--- config.mk ---
export PLATFORM = sky130hd
export DESIGN_NAME = decode_execute_stage
export DESIGN_NICKNAME = d
export VERILOG_FILES = /design/src/rtl/pipeline_pkg.sv /design/src/rtl/load_use_detect.sv /design/src/rtl/decode_execute_stage.sv
export SDC_FILE = /design/constraint.sdc
export NUM_CORES = 1
export LEC_CHECK = 0
export BUFFER_PORTS_ARGS = -buffer_cell sky130_fd_sc_hd__buf_2
export CORE_AREA = 4 4 142 213
export DETAILED_ROUTE_END_ITERATION = 12
export DIE_AREA = 0 0 146 217
export PLACE_DENSITY_LB_ADDON = 0.12
export RECOVER_POWER = 100
export SLEW_MARGIN = 5
export SYNTH_ARGS = -nofsm -noshare
export SYNTH_HDL_FRONTEND = slang
export SYNTH_SLANG_ARGS = --single-unit
--- constraint.sdc ---
create_clock -name clk -period 4.51 [get_ports clk]
set_input_delay 0.2255 -clock clk [delete_from_list [all_inputs] [get_ports clk]]
set_output_delay 0.2255 -clock clk [all_outputs]
set_load 0.01 [all_outputs]
--- src/rtl/pipeline_pkg.sv ---
// Shared pipeline types: result-source encodings and the packed E-stage control bundle.
package pipeline_pkg;
  localparam int ALUCTRL_W = 4;
  localparam int REGA_W    = 5;

  typedef enum logic [1:0] {
    RES_ALU  = 2'b00,
    RES_LOAD = 2'b01,
    RES_PC4  = 2'b10
  } res_src_e;

  typedef struct packed {
    logic                 valid;
    logic                 reg_write;
    logic                 mem_write;
    logic                 jump;
    logic                 branch;
    logic                 alu_src;
    logic [1:0]           result_src;
    logic [ALUCTRL_W-1:0] alu_control;
  } e_ctrl_t;
endpackage

--- src/rtl/load_use_detect.sv ---
// Load-use hazard: a valid load in E whose nonzero destination feeds either D source.
module load_use_detect
  import pipeline_pkg::*;
(
  input  logic              valid_e,
  input  logic [1:0]        result_src_e,
  input  logic [REGA_W-1:0] rd_e,
  input  logic [REGA_W-1:0] rs1_d,
  input  logic [REGA_W-1:0] rs2_d,
  output logic              lw_stall
);
  assign lw_stall = valid_e && (result_src_e == RES_LOAD) && (rd_e != '0) &&
                    ((rd_e == rs1_d) || (rd_e == rs2_d));
endmodule

--- src/rtl/decode_execute_stage.sv ---
// D->E pipeline register with load-use stall, flush bubble and memory-busy hold.
module decode_execute_stage
  import pipeline_pkg::*;
#(
  parameter int XLEN = 32
) (
  input  logic                 clk,
  input  logic                 rst,
  input  logic                 flush,
  input  logic                 MemBusyM,
  input  logic [REGA_W-1:0]    Rs1D,
  input  logic [REGA_W-1:0]    Rs2D,
  input  logic [REGA_W-1:0]    RdD,
  input  logic [XLEN-1:0]      RD1D,
  input  logic [XLEN-1:0]      RD2D,
  input  logic [XLEN-1:0]      ImmExtD,
  input  logic [XLEN-1:0]      PCD,
  input  logic [XLEN-1:0]      PCPlus4D,
  input  logic                 RegWriteD,
  input  logic                 MemWriteD,
  input  logic                 JumpD,
  input  logic                 BranchD,
  input  logic                 ALUSrcD,
  input  logic [1:0]           ResultSrcD,
  input  logic [ALUCTRL_W-1:0] ALUControlD,
  output logic [REGA_W-1:0]    Rs1E,
  output logic [REGA_W-1:0]    Rs2E,
  output logic [REGA_W-1:0]    RdE,
  output logic [XLEN-1:0]      RD1E,
  output logic [XLEN-1:0]      RD2E,
  output logic [XLEN-1:0]      ImmExtE,
  output logic [XLEN-1:0]      PCE,
  output logic [XLEN-1:0]      PCPlus4E,
  output logic                 RegWriteE,
  output logic                 MemWriteE,
  output logic                 JumpE,
  output logic                 BranchE,
  output logic                 ALUSrcE,
  output logic [1:0]           ResultSrcE,
  output logic [ALUCTRL_W-1:0] ALUControlE,
  output logic                 ValidE,
  output logic                 StallF,
  output logic                 StallD,
  output logic                 FlushD
);
  e_ctrl_t ctrl_q, ctrl_d;
  logic    lw_stall;

  load_use_detect u_lud (
    .valid_e      (ctrl_q.valid),
    .result_src_e (ctrl_q.result_src),
    .rd_e         (RdE),
    .rs1_d        (Rs1D),
    .rs2_d        (Rs2D),
    .lw_stall     (lw_stall)
  );

  assign ctrl_d = '{valid: 1'b1, reg_write: RegWriteD, mem_write: MemWriteD,
                    jump: JumpD, branch: BranchD, alu_src: ALUSrcD,
                    result_src: ResultSrcD, alu_control: ALUControlD};

  // Bubbles zero register addresses too, so forwarding never matches a dead slot.
  always_ff @(posedge clk) begin
    if (rst || (!MemBusyM && (flush || lw_stall))) begin
      ctrl_q   <= '0;
      Rs1E     <= '0;
      Rs2E     <= '0;
      RdE      <= '0;
      RD1E     <= '0;
      RD2E     <= '0;
      ImmExtE  <= '0;
      PCE      <= '0;
      PCPlus4E <= '0;
    end else if (!MemBusyM) begin
      ctrl_q   <= ctrl_d;
      Rs1E     <= Rs1D;
      Rs2E     <= Rs2D;
      RdE      <= RdD;
      RD1E     <= RD1D;
      RD2E     <= RD2D;
      ImmExtE  <= ImmExtD;
      PCE      <= PCD;
      PCPlus4E <= PCPlus4D;
    end
  end

  assign ValidE      = ctrl_q.valid;
  assign RegWriteE   = ctrl_q.reg_write;
  assign MemWriteE   = ctrl_q.mem_write;
  assign JumpE       = ctrl_q.jump;
  assign BranchE     = ctrl_q.branch;
  assign ALUSrcE     = ctrl_q.alu_src;
  assign ResultSrcE  = ctrl_q.result_src;
  assign ALUControlE = ctrl_q.alu_control;

  assign StallF = lw_stall | MemBusyM;
  assign StallD = lw_stall | MemBusyM;
  assign FlushD = flush;
endmodule

==> results of run 1 <==
[stage by stage]
step	cells	utilization	hold WS [ns]	power, mW
floorplan	874	-	0.400	2.04
global placement	1509	0.367	0.460	2.25
detailed placement	1509	0.367	0.465	2.25
CTS	1541	0.387	0.0437	3.79
global route	1542	0.367	0.0558	3.87
finish	1543	0.367	0.0745	3.69
[power by group]
group / switching (mW) / internal [mW]
clock: 0.680 / 0.838
sequential: 0.0359 / 1.72
combinational: 0.247 / 0.177
[kinds of logic (layout without fill, tap and decap cells)]
| logic type | after synthesis | in the layout |
|---|---|---|
| xor gates and xnor gates | 10 | 10 |
| DFF | 187 | 187 |
| AOI/OAI and AO/OA | 189 | 189 |
| buffers and inverters | 105 | 421 |
| and+or+nand+nor | 383 | 383 |
| other | 0 | 2 |
[path summary, 6_finish.rpt]
path              start             to  slack [ns]  cells past startpoint
max              RdE[2]  ResultSrcE[0]        1.33                      6
min          ImmExtD[8]     ImmExtE[8]        0.07                      3
max reg2reg      RdE[2]  ResultSrcE[0]        1.33                      6
min reg2reg    RD1E[13]       RD1E[13]        0.48                      2
[layout make-up]
class                           count  area [µm²]
Clock inverter                     13         141
Tap cell                          351         439
Multi-Input combinational cell    582        3910
Fill cell                        3121       18000
Clock buffer                       19         443
Timing Repair Buffer              389        1760
Sequential cell                   187        3740
Antenna cell                        2        5.00
[worst max-delay path: cells and delay by family (launching register included)]
kind,cells,cell delay [ns]
compound gates,2,0.80
xor+xnor,1,0.18
simple gates,2,0.31
buf+inv,1,1.26
flops,1,0.36
[layer usage]
layer / up-vias / global-route usage / share of wire
li1: 3724 / - / -
met1: 3512 / 0.190 / 0.40
met2: 231 / 0.296 / 0.51
met3: 23 / 0.0575 / 0.069
met4: 6 / 0.0483 / 0.016
met5: - / 0 / 0.0014
[synthesized netlist by cell type, drive strengths merged, types with 2 or more instances]
| master | number | area share |
|---|---|---|
| dfxtp | 187 | 0.44 |
| nor2 | 2 | 0.00089 |
| nand3 | 2 | 0.0012 |
| o22ai | 187 | 0.23 |
| xor2 | 6 | 0.0062 |
| clkbuf | 80 | 0.036 |
| nand2 | 188 | 0.084 |
| nand3b | 186 | 0.17 |
| buf | 25 | 0.025 |
| xnor2 | 4 | 0.0042 |
| nor3 | 2 | 0.0012 |
[cell usage in the layout, fill, tap and decap left out, drive strengths merged]
cell type	count
a21oi	1
nor3	2
xnor2	4
o21ai	1
clkinvlp	2
xor2	6
nand2	188
inv	3
nor2	2
o22ai	187
bufinv	2
or3	1
nand3b	186
diode	2
or2	1
buf	194
nand3	2
clkbuf	214
or4	1
dfxtp	187
clkinv	6
[registers in the layout, indices dropped and copies added (netlist names), 2 cells and up]
register,cells
RdE,5
RD1E,32
PCPlus4E,32
Rs1E,5
PCE,32
Rs2E,5
ALUControlE,4
ImmExtE,32
RD2E,32
ResultSrcE,2
==> impl_metrics.yaml, run 1 <==
placement:
  dpl.hpwl_um: 18300
  place_ws_ns: 2.12
  placed_cell_area_mm2: 0.0104
  place.gp.congestion: 0.787
  portBuffers: 379
logic_synthesis:
  syn_area_mm2: 0.00844
  yosysSeqAreaShare: 0.444
  synthFlopType: "dfxtp_1"
  synth-compound-area-share: 0.231
  muxShareOfSynthArea: 0
  ys_async_sr_fraction: 0
  synthXorXnorAreaFrac: 0.0104
  yosysUniqueCellTypes: 20
  synth_edf_count: 0
  avgSynthCellArea_um2: 9.66
  synthAdderAreaFrac: 0
  ys_ff_latch: 187
  synth.net_count: 1064
  synthCells: 874
  synthSimpleGateAreaFrac: 0.255
  yosys_warnings: 0
  synth_top_family_by_area: "simple AND/OR/NAND/NOR gates"
routing:
  vias: 7496
  drc: 0
  ant_nets: 0
  drt-initial-drc-count: 361
  finalWirelength_um: 28200
  viasPerCell: 4.86
  drt-pass1-iter-count: 4
  routedWlPerCell_um: 18.3
power:
  power_density_mw_per_mm2: 354
  ir_drop_mv: 0.255
  leakage_nw: 3.71
layout:
  synthToLayoutAreaGrowth_pct: 23.8
  drive_gt1_frac: 0.258
  final_cell_area_mm2: 0.0104
  nets: 1367
worst_setup_path:
  cp-end-kind: "flop"
  path_class: "reg -> reg"
  cp-start-kind: "flop"
  slowest_stage: "clkbuf_2"
  crit_chain: "xor2_1, nor3_1, nand3_1, a21oi_4, clkbuf_2, o22ai_1"
  crit_arrival_ns: 3.41
  max_stage_delay_ns: 1.26
  required_ns: 4.74
  worst-path-max-fanout: 67
clocking:
  root_buffer: "clkbuf_16"
  cts_buffers: 17
  ctsResizeCount: 0
  cts_tree: "built"
  clk_path_buf_depth: 2
  cts.sinks: 187
  path_clk_slew_ns: 0.07
  insertion_delay_ns: 0.43
  post_cts_buffers: 0
  hold_buffers: 0
  h-tree-depth: 4
sta:
  period_share: 0.705
  slew-limit-headroom: -0.0599
  fin_ws_ns: 1.33
  max_slew.worst_pin.slew_ns: 1.59
  fmax_ghz: 0.314
  final.setup.tns_ns: 0
  hold_violations: 0
  period_needed_ns: 3.18
  rsz0062_at_grt: "false"
  fin_skew_ns: 0.0111
  final_max_slew_viol_count: 68
  setup_viol: 0
global_routing:
  grt_first_pass_wirelength_um: 42600
  grt_max_degree: 194
  grt_pass1_vias: 7315
  grt.overflow.total: 0
  grt_use_total: 0.167
  antenna_found_initial: 5
floorplanning:
  rows: 76
  die_w_um: 146
  die_h_um: 217
  initial_core_util: 0.297
  io_pins: 380
  die-area_mm2: 0.0317
  coreArea_mm2: 0.0284
outcome:
  status: "finished with violations"
  violations: "max-capacitance violations, max-slew violations"
worst_hold_path:
  hp-class: "in -> reg"
job:
  cap_violations: 1
Power figures use the tool's default switching activity.
==> inputs of run 2 (changes only) <==
==> constraint.sdc (replaced) <==
create_clock -name clk -period 2.75 [get_ports clk]
set_input_delay 0.1375 -clock clk [delete_from_list [all_inputs] [get_ports clk]]
set_output_delay 0.1375 -clock clk [all_outputs]
set_load 0.01 [all_outputs]
==> run 2 against run 1 <==
Compared with the run above: the flow now finishes without violations; routed wire length grew 5.7%; count of clock-buffer cells in the layout increased by 5; non-clock buffer count is 193 higher; cell count up 12%; setup slack worse by 0.99 ns; critical path depth shrank 1; critical path type is now reg -> out.
==> impl_metrics.yaml, run 2 (synthesis gave the netlist of run 1 again) <==
power:
  p_sw_mw: 1.57
  ir_drop_mv: 0.431
  power_density_mw_per_mm2: 513
  seq_power_share: 0.460
  leakage_nw: 4.47
  p_total_mw: 6.25
  p_comb_frac: 0.146
  intPower_mw: 4.69
  power_switching_share: 0.251
  power_frac_clock: 0.394
sta:
  setup_viol: 0
  slew-limit-headroom: 0.308
  hold_violations: 0
  rsz0062_at_grt: "false"
  fin_skew_ns: 0.0129
  fmax_ghz: 0.416
  whs_ns: 0.0200
  period_needed_ns: 2.41
  final_max_slew_viol_count: 0
  period_share: 0.875
  final.setup.tns_ns: 0
  max_slew.worst_pin.slew_ns: 1.04
worst_setup_path:
  crit_chain: "or4_1, o21ai_0, a21oi_4, or2_1, buf_2"
  cp-end-kind: "primary output"
  required_ns: 2.61
  path_class: "reg -> out"
  cp-start-kind: "flop"
  crit_arrival_ns: 2.27
  critical-path-top-delay-family: "simple AND/OR/NAND/NOR gates"
  worst-path-max-fanout: 11
  slowest_stage: "or4_1"
  crit_buf_inv: 1
  max_stage_delay_ns: 0.54
global_routing:
  grt_busiest_layer: "met2"
  grt_pass1_vias: 8382
  grt.overflow.total: 0
  grt_first_pass_wirelength_um: 46800
  antenna_found_initial: 1
  grt_use_total: 0.183
  grt_use_met2: 0.317
  gr-usage-met3: 0.0464
  grt_max_degree: 159
  use_met1: 0.211
placement:
  dp_cells: 1517
  dpl.hpwl_um: 18800
  portBuffers: 379
  place.gp.congestion: 0.768
clocking:
  post_cts_buffers: 0
  cts_buffers: 17
  cts.sinks: 187
  path_clk_slew_ns: 0.07
  insertion_delay_ns: 0.45
  h-tree-depth: 4
  root_buffer: "clkbuf_16"
  cts_tree: "built"
  clk_path_buf_depth: 2
  ctsResizeCount: 0
worst_hold_path:
  hp-class: "in -> reg"
routing:
  drc: 0
  finalWirelength_um: 29800
  drt-initial-drc-count: 361
  viasPerCell: 4.77
  drt-pass1-iter-count: 4
  routedWlPerCell_um: 17.2
  ant_nets: 0
  vias: 8269
layout:
  stdcell_count: 1732
  utilization: 0.429
  layout_common_cells: "195 x clkbuf_1, 189 x buf_2, 188 x nand2_1, 187 x dfxtp_1, 186 x nand3b_1"
  drive_gt1_frac: 0.203
  mostFrequentLayoutCell: "clkbuf_1"
  antenna_cells: 0
  synthToLayoutAreaGrowth_pct: 44.5
  nets: 1560
floorplanning:
  rows: 76
  io_pins: 380
  die-area_mm2: 0.0317
  initial_core_util: 0.297
  die_w_um: 146
  coreArea_mm2: 0.0284
  die_h_um: 217
job:
  cap_violations: 0
outcome:
  status: "finished clean"
## run 2: path summary, 6_finish.rpt
kind	startpoint	end	slack, ns	cells after the start
worst max-delay path	RdE[1]	StallD	0.34	5
worst min-delay path	PCD[16]	PCE[16]	0.02	3
worst max register to register	RdE[2]	RD2E[23]	0.49	6
worst min register to register	RD1E[30]	RD1E[30]	0.47	2
## run 2: worst reg2reg max path, cell delays in order (launching register included)
cell	delay (ns)
dfxtp_1	0.36
xor2_1	0.18
nor3_1	0.18
nand3_1	0.14
a21oi_4	0.32
clkbuf_1	0.81
o22ai_2	0.13
## run 2: power by group through the flow
| stage | clock (mW) | combinational [mW] | sequential (mW) |
|---|---|---|---|
| 3_3_place_gp | 0 | 0.767 | 2.93 |
| 2_1_floorplan | 0 | 0.360 | 2.98 |
| 5_1_grt | 2.68 | 0.997 | 2.89 |
| 3_5_place_dp | 0 | 0.769 | 2.93 |
| 6_report | 2.46 | 0.914 | 2.88 |
| 4_1_cts | 2.57 | 0.982 | 2.87 |
## run 2: final cells by class
cell class	count	area [µm²]
timing repair buffer	582	3710
clock buffer	24	482
tap	351	439
multi-input combinational	582	3730
clock inverter	6	88.8
fill	2945	16200
sequential	187	3740
## run 2: repair_timing
action,CTS,global route
endpoints found under the setup margin,0,0
endpoints found under the hold margin,185,0
hold buffers,185,0
## run 2: layer usage
layer / routed length, µm / up-vias / share of wire
li1: - / 4106 / -
met1: 12200 / 3854 / 0.41
met2: 15000 / 255 / 0.50
met3: 1580 / 52 / 0.053
met4: 988 / 2 / 0.033
met5: 13 / - / 0.00044
## run 2: per-stage QoR
step / area (µm²) / setup WS [ns]
after floorplan: 8440 / 0.910
after global placement: 10500 / 0.815
after detailed placement: 10500 / 0.822
after CTS: 12900 / 0.452
after global routing: 12200 / 0.214
final: 12200 / 0.343
